===== src/rtl/key_scan_pkg.sv =====
// Shared constants for the 4x4 key matrix scanner: FSM encoding, row drive
// patterns and the idle column value.
package key_scan_pkg;

    localparam logic [1:0] StScan     = 2'd0;
    localparam logic [1:0] StDebounce = 2'd1;
    localparam logic [1:0] StHeld     = 2'd2;
    localparam logic [1:0] StRelease  = 2'd3;

    localparam logic [3:0] RowDrive0 = 4'b1110;
    localparam logic [3:0] RowDrive1 = 4'b1101;
    localparam logic [3:0] RowDrive2 = 4'b1011;
    localparam logic [3:0] RowDrive3 = 4'b0111;

    localparam logic [3:0] ColIdle = 4'b1111;

    function automatic logic [3:0] row_drive(input logic [1:0] idx);
        logic [3:0] drive;
        unique case (idx)
            2'd0:    drive = RowDrive0;
            2'd1:    drive = RowDrive1;
            2'd2:    drive = RowDrive2;
            default: drive = RowDrive3;
        endcase
        return drive;
    endfunction

    // Index of the lowest active-low column; only meaningful when cols != ColIdle.
    function automatic logic [1:0] low_col(input logic [3:0] cols);
        logic [1:0] idx;
        if (!cols[0]) begin
            idx = 2'd0;
        end else if (!cols[1]) begin
            idx = 2'd1;
        end else if (!cols[2]) begin
            idx = 2'd2;
        end else begin
            idx = 2'd3;
        end
        return idx;
    endfunction

endpackage


===== src/rtl/col_sync.sv =====
// Two-flop synchronizer for the asynchronous, active-low column sense lines.
module col_sync
    import key_scan_pkg::*;
(
    input  logic       clk,
    input  logic       rst,
    input  logic [3:0] col,
    output logic [3:0] col_s
);

    logic [3:0] meta_q;
    logic [3:0] sync_q;

    always_ff @(posedge clk) begin
        if (rst) begin
            meta_q <= ColIdle;
            sync_q <= ColIdle;
        end else begin
            meta_q <= col;
            sync_q <= meta_q;
        end
    end

    assign col_s = sync_q;

endmodule


===== src/rtl/key_scan.sv =====
// 4x4 matrix keypad scanner: rotates an active-low row drive, debounces the
// first key found for press and release, and reports it as row*4 + col.
module key_scan
    import key_scan_pkg::*;
#(
    parameter int unsigned SCAN_DIV     = 100000,
    parameter int unsigned DEBOUNCE_CNT = 20
) (
    input  logic       clk,
    input  logic       rst,
    output logic [3:0] row,
    input  logic [3:0] col,
    output logic [3:0] key_code,
    output logic       key_valid,
    output logic       key_down
);

    localparam int unsigned DivW   = $clog2(SCAN_DIV);
    localparam int unsigned MatchW = $clog2(DEBOUNCE_CNT + 1);

    localparam logic [DivW-1:0]   DivLast   = DivW'(SCAN_DIV - 1);
    localparam logic [MatchW-1:0] MatchDone = MatchW'(DEBOUNCE_CNT);
    localparam logic [MatchW-1:0] MatchOne  = MatchW'(1);

    logic [3:0] col_s;

    logic [DivW-1:0]   div_q, div_d;
    logic [1:0]        state_q, state_d;
    logic [1:0]        row_idx_q, row_idx_d;
    logic [1:0]        col_idx_q, col_idx_d;
    logic [MatchW-1:0] match_q, match_d;
    logic [3:0]        key_code_q, key_code_d;
    logic              key_valid_q, key_valid_d;
    logic              key_down_q, key_down_d;
    logic [3:0]        row_q;

    logic              tick;
    logic              latched_low;
    logic [MatchW-1:0] match_inc;

    col_sync u_col_sync (
        .clk   (clk),
        .rst   (rst),
        .col   (col),
        .col_s (col_s)
    );

    always_comb begin
        tick        = (div_q == DivLast);
        div_d       = tick ? '0 : div_q + 1'b1;
        latched_low = ~col_s[col_idx_q];
        match_inc   = match_q + 1'b1;

        state_d     = state_q;
        row_idx_d   = row_idx_q;
        col_idx_d   = col_idx_q;
        match_d     = match_q;
        key_code_d  = key_code_q;
        key_valid_d = 1'b0;
        key_down_d  = key_down_q;

        if (tick) begin
            unique case (state_q)
                StScan: begin
                    if (col_s == ColIdle) begin
                        row_idx_d = row_idx_q + 2'd1;
                    end else begin
                        col_idx_d = low_col(col_s);
                        match_d   = '0;
                        state_d   = StDebounce;
                    end
                end
                StDebounce: begin
                    if (latched_low) begin
                        match_d = match_inc;
                        if (match_inc == MatchDone) begin
                            key_code_d  = {row_idx_q, col_idx_q};
                            key_valid_d = 1'b1;
                            key_down_d  = 1'b1;
                            state_d     = StHeld;
                        end
                    end else begin
                        row_idx_d = row_idx_q + 2'd1;
                        state_d   = StScan;
                    end
                end
                StHeld: begin
                    if (!latched_low) begin
                        // The first high sample already counts toward release.
                        if (MatchOne == MatchDone) begin
                            key_down_d = 1'b0;
                            row_idx_d  = row_idx_q + 2'd1;
                            match_d    = '0;
                            state_d    = StScan;
                        end else begin
                            match_d = MatchOne;
                            state_d = StRelease;
                        end
                    end
                end
                StRelease: begin
                    if (!latched_low) begin
                        match_d = match_inc;
                        if (match_inc == MatchDone) begin
                            key_down_d = 1'b0;
                            row_idx_d  = row_idx_q + 2'd1;
                            state_d    = StScan;
                        end
                    end else begin
                        state_d = StHeld;
                    end
                end
                default: state_d = StScan;
            endcase
        end
    end

    always_ff @(posedge clk) begin
        if (rst) begin
            div_q       <= '0;
            state_q     <= StScan;
            row_idx_q   <= 2'd0;
            col_idx_q   <= 2'd0;
            match_q     <= '0;
            key_code_q  <= 4'd0;
            key_valid_q <= 1'b0;
            key_down_q  <= 1'b0;
            row_q       <= RowDrive0;
        end else begin
            div_q       <= div_d;
            state_q     <= state_d;
            row_idx_q   <= row_idx_d;
            col_idx_q   <= col_idx_d;
            match_q     <= match_d;
            key_code_q  <= key_code_d;
            key_valid_q <= key_valid_d;
            key_down_q  <= key_down_d;
            row_q       <= row_drive(row_idx_d);
        end
    end

    assign row       = row_q;
    assign key_code  = key_code_q;
    assign key_valid = key_valid_q;
    assign key_down  = key_down_q;

endmodule


===== config.mk =====
export PLATFORM = sky130hd
export DESIGN_NAME = key_scan
export DESIGN_NICKNAME = d
export VERILOG_FILES = /design/src/rtl/key_scan_pkg.sv /design/src/rtl/col_sync.sv /design/src/rtl/key_scan.sv
export SDC_FILE = /design/constraint.sdc
export NUM_CORES = 1
export LEC_CHECK = 0
export ABC_AREA = 1
export CORE_AREA = 2 2 76 70
export CTS_CLUSTER_SIZE = 30
export DETAILED_ROUTE_END_ITERATION = 8
export DIE_AREA = 0 0 78 72
export SLEW_MARGIN = 15
export SYNTH_ARGS = -nofsm -noshare
export SYNTH_HDL_FRONTEND = slang
export SYNTH_HIERARCHICAL = 1
export SYNTH_SLANG_ARGS = --single-unit

===== constraint.sdc =====
create_clock -name clk -period 1.8 [get_ports clk]
set_input_delay 0.18 -clock clk [delete_from_list [all_inputs] [get_ports clk]]
set_output_delay 0.18 -clock clk [all_outputs]
set_load 0.05 [all_outputs]

# After elaboration in Yosys (flattened, before gate mapping)
# Cells that the tools add are included.
# op_classes
n_eq_ne,16
magnitude_cmp,1
bitwise,4
n_mux,30
add_sub_neg,3
reduce_logical,10
# ops
cell,n
2-bit 2-to-1 mux,13
5-bit 2-to-1 mux,4
5-bit one-hot mux with 4 select lines,1
"17-bit by 1-bit adder with 17-bit output, second input constant",1
"17-bit equality test, second input constant",1
"2-bit != test, second input constant",6
4-bit one-hot mux with 3 select lines,1
5-bit AND reduction,2
2-bit one-hot mux with 4 select lines,1
1-bit 2-to-1 mux,7
"2-bit equality test, second input constant",3
"3-bit != test, second input constant",2
2-bit one-hot mux with 3 select lines,1
6-bit AND reduction,1
"5-bit by 1-bit adder with 5-bit output, second input constant",1
"5-bit equality test, second input constant",1
"2-bit by 1-bit equality test with 1-bit output, second input constant",2
"4-bit equality test, second input constant",1
2-bit zero test,2
1-bit NOT,4
4-bit AND reduction,1
4-bit OR reduction,1
"2-bit by 3-bit < comparator with 1-bit output, second input constant",1
3-bit AND reduction,1
5 further kinds,5
# totals
inputBits,6
register_bits,46

# Depth between registers and ports, before layout
# depth
ltp_word,8
ltp_mapped,12

# By module
# The synthesis kept the hierarchy.
# by_module_without_submodules
module,cells_each,n_inst,area_per_inst_um2
key_scan,276,1,1878.1
col_sync,25,1,224.0

# Worst setup path before layout
# OpenSTA, ideal clock, no wires.
# synth_path
kind,register -> register
from,register match_q[0]
to,register key_code_q[1] (netlist: key_code[1])
setup_time_ns,0.121
synth_period_minus_slack_ns,1.573
path_stages_with_launch,11
arrival_time_ns,1.453
path_buffers,0
setup_slack_ns,0.227
required_time_ns,1.679
path_cell_list,dfxtp_1 ha_1 nand3_1 nand2_1 nand2_1 nor2_1 nand2_1 nor2_1 nand2_1 o21ai_0 a21oi_1
# synth_via
elab_chain_cells,3
# synth_lines
element,line_no,text
from (decl),key_scan.sv:31,"logic [MatchW-1:0] match_q, match_d;"
from (signal assigned),key_scan.sv:134,match_q <= match_d;
5-bit by 1-bit adder with 5-bit output,key_scan.sv:52,match_inc = match_q + 1'b1;
5-bit equality test,key_scan.sv:76,if (match_inc == MatchDone) begin
4-bit AND reduction (no source line),n/a,
to (signal assigned),key_scan.sv:135,key_code_q <= key_code_d;
to (decl),key_scan.sv:32,"logic [3:0] key_code_q, key_code_d;"
# No other way between the ends.
# A chain may end at the register's enable or synchronous reset.

# Worst setup path in the final report
# layout_path
from,register key_code_q[0] (netlist: key_code[0])
to,output port key_code[0]
# layout_lines
element,line_no,text
to (decl),key_scan.sv:13,"output logic [3:0] key_code,"
# No word-level cell between the ends.

==> run summary <==
The run finished with clean final reports. Using the TritonRoute via totals, the vias-per-cell ratio works out to 4.61. Of all nets on the critical path, the largest fanout is 2.

The sequential fraction of the synthesis area came out at 43.8%. The tools report the max-slew violation total from the final report as 0. Dividing the final minimum period by the clock period gives 90.8%. Top flip-flop cell by instance count after synthesis: sky130_fd_sc_hd__dfxtp_1. The peak clock frequency supported by timing came out at 0.612 GHz.

The placed instances occupy a cell area of 0.00238 mm^2. The worst hold path cell count works out to 3. Dividing the detail-routed wire length by the instance count gives 10.3 um. Detailed routing inserted a total of 1811 vias. The endpoint required time on the critical path is 1620 ps.

The highest cell delay on the worst timing path works out to 810 ps. The tools report the effective utilization at floorplan as 43.8%. The antenna cell count came out at 0. The run gives 16 as the I/O pin count. During synthesis, Yosys emitted a total of 6 warnings. The initialized floorplan defines 24 standard-cell rows.

The max capacitance violation total was 0. The area overhead of the layout relative to synthesis is 19.3%. The number of clock sinks came out at 46.

CTS placed an instance of sky130_fd_sc_hd__clkbuf_8 at the clock tree root. The number of antenna violations at the first check in global routing was 0. TritonCTS built the clock tree.

In this design, the largest share of critical-path delay is due to buffers and inverters. Number of buffers and inverters on the critical path: 1. The count of state elements after synthesis came out at 46. In this run the vertical extent of the chip is 72 um. The tools report the hold path endpoint as u_col_sync/meta_q[1]. The run gives 0 as the sum of overflow across all layers after global routing.

The tools report the via count of the first global-routing pass as 1627. The logs give 0 for the final setup violation count and 0 for the count of antenna-violating nets left after detailed routing. The critical path goes through clkdlybuf4s50_1. The path class of the tightest hold or removal check is in2reg. At the pin with the least slew margin, the transition time is 503 ps. For this run, the total global-route usage over all layers was measured as 15.7%.

The tools report the critical path endpoint category as an output port. The clock reaches the later pin of the worst-skew pair after 300 ps. The die footprint came out at 0.00562 mm^2. In this run the critical register-to-register path is launched from div_q[8]. For this run, the detailed router's first-pass iteration total came to 4.

The run gives 1450 ps as the endpoint arrival time on the critical path. The core area came out at 0.00480 mm^2. The final setup TNS came out at 0 ps. Total design power: 0.00173 W.

Counting flops with a built-in enable in the synthesized netlist gives 0. Category of the worst setup path launch point: a flip-flop. Number of instances in the synthesized netlist: 301. After the last flow step, the layout net total stands at 336. The library cells used most frequently in the layout, excluding fill and tap cells, are 71 x sky130_fd_sc_hd__nand2_1, 47 x sky130_fd_sc_hd__inv_1, 43 x sky130_fd_sc_hd__dfxtp_1. The final clock skew came out at 7.76 ps. The worst pin sits at a relative slew slack of 66.4%. The number of nets produced by synthesis is 310, and the worst-case hold slack is 402 ps. Detailed placement finished with a half-perimeter wire length of 2.99 mm.

Most common library cell in the layout ignoring fill and taps: sky130_fd_sc_hd__nand2_1. The global placer's final weighted congestion is 0.886, and the number of buffers added to fix hold violations after cts is 0. After detailed routing, the total wire length is 4.06 mm. In the final layout, the share of cells above drive strength 1 is 11.9%. TritonCTS created 5 clock buffers. The reported leakage power is 1.05 nW, and the mean instance size in the synthesized netlist is 6.98 um^2.

The synthesized netlist occupies a cell area of 0.00210 mm^2. The worst ir drop on vdd was 0.000453 V. The first global-routing pass estimated 7.05 mm of wire.

The count of buffers added on input and output ports is 15. The total power divided by cell area came out at 691 mW/mm^2. In this run the most critical hold path is launched from col[1]. Iteration-0 DRC count of the detailed router: 72. The tools report the largest buffer count on any clock path as 2. For the worst flop-to-flop path, the logic depth is 10. The pin count of the biggest net entering global routing is 18. For this design, the slowest cell found on the critical path is sky130_fd_sc_hd__clkdlybuf4s50_1.

Across all register-to-register paths, the minimum setup slack is 210 ps. Counting flops with an async set or reset pin after synthesis yields a share of 0%. After clock tree synthesis, the clock-pin slew on the worst setup and hold paths is 80 ps. The number of distinct standard cells referenced by the synthesized netlist is 26, and the final instance area is 0.00251 mm^2. Counting I/O delays and the setup requirement, the final critical path takes 1630 ps.

The tools report the endpoint of the worst register-to-register path as row[0]. Setup repair after global routing left no endpoint under its margin. The clock tree synthesis step divided the H-tree into 2 levels. The tools report the hold violation count in the final report as 0. After detailed routing, the number of remaining DRC violations is 0. The critical path is of the reg2out type. The floorplan step set the die width to 78 um.
-- metal layers --
layer  up-vias  GRT usage, %  share of wire, %
met5         -             0                 0
met1       781          21.3                54
met2        23          24.6                42
met3         5          3.48               2.9
met4         0          5.85               1.2
li1       1002             -                 -
-- power breakdown --
part | switching, W | total [W] | internal (W)
Sequential | 0.00000715 | 0.00104 | 0.00103
Combinational | 0.0000447 | 0.0000771 | 0.0000324
Clock | 0.000343 | 0.000618 | 0.000274
-- state kept, by name, indices dropped and copies added, names as in the netlist, named ones only --
register           flops
div_q                 17
row                    4
key_valid              1
u_col_sync/meta_q      4
match_q                5
key_down               1
u_col_sync/col_s       4
key_code               4
col_idx_q              2
row_idx_q              2
state_q                1
-- logic make-up (layout without fill, tap and decap cells) --
group	count (synthesis)	in the layout	share of synthesized area, %
fa+ha+maj	3	3	1.79
xor+xnor	6	6	2.50
compound gates	30	30	7.44
buf+inv	52	79	9.46
simple gates	164	164	35.0
flops	46	46	43.8
-- cells in the mapped netlist, types with 2 or more instances --
cell type / instances / area [um^2]
sky130_fd_sc_hd__nand2_2: 3 / 18.8
sky130_fd_sc_hd__a211oi_1: 2 / 15.0
sky130_fd_sc_hd__or2_0: 2 / 12.5
sky130_fd_sc_hd__a21oi_1: 16 / 80.1
sky130_fd_sc_hd__clkbuf_1: 2 / 7.51
sky130_fd_sc_hd__nand4_1: 8 / 50.1
sky130_fd_sc_hd__dfxtp_1: 46 / 921
sky130_fd_sc_hd__nor2_1: 35 / 131
sky130_fd_sc_hd__ha_1: 3 / 37.5
sky130_fd_sc_hd__nor3_1: 7 / 35.0
sky130_fd_sc_hd__nand3_1: 28 / 140
sky130_fd_sc_hd__xor2_1: 6 / 52.6
sky130_fd_sc_hd__inv_1: 48 / 180
sky130_fd_sc_hd__nand2_1: 73 / 274
sky130_fd_sc_hd__o21ai_0: 11 / 55.1
-- how the worst max path moves through the flow --
stage	start	end	slack, ps	depth (start not counted)
6_report	key_code[0]	key_code[0]	170	1
5_1_grt	div_q[1]	row[0]	9	12
4_1_cts	match_q[1]	key_code[1]	30	10
3_5_place_dp	match_q[1]	key_code[1]	20	10
3_3_place_gp	match_q[1]	key_code[2]	100	10
2_1_floorplan	match_q[0]	key_code[1]	230	10
-- stage by stage --
step	utilization (%)	std cells	setup slack, ps
detailed placement	49.5	384	24.2
global placement	49.5	384	104
finish	52.2	393	166
CTS	51.3	392	28.1
global route	52.2	393	8.92
floorplan	-	301	227
-- worst register-to-register path, stage by stage, from the launching register on --
cell,delay [ps]
sky130_fd_sc_hd__dfxtp_1,380
sky130_fd_sc_hd__nor2_1,120
sky130_fd_sc_hd__nand2_1,70
sky130_fd_sc_hd__nor2_1,230
sky130_fd_sc_hd__nand4_1,160
sky130_fd_sc_hd__nor2_1,150
sky130_fd_sc_hd__nand2_1,70
sky130_fd_sc_hd__nand2_1,60
sky130_fd_sc_hd__nand2_1,100
sky130_fd_sc_hd__nand2_1,100
sky130_fd_sc_hd__nand2_1,50
-- what timing repair did --
action,CTS,global route
setup endpoints to repair,1,18
pin swaps,0,1
setup buffers,0,1
resized for setup,2,17
-- cell type report --
class                           count  area [um^2]
Clock buffer                        6         72.6
Clock inverter                      2         13.8
Fill cell                         478         2300
Inverter                           49          184
Multi-Input combinational cell    203         1020
Sequential cell                    46          925
Tap cell                           65         81.3
Timing Repair Buffer               22          215
No activity file was read; power rests on OpenSTA's default activity.
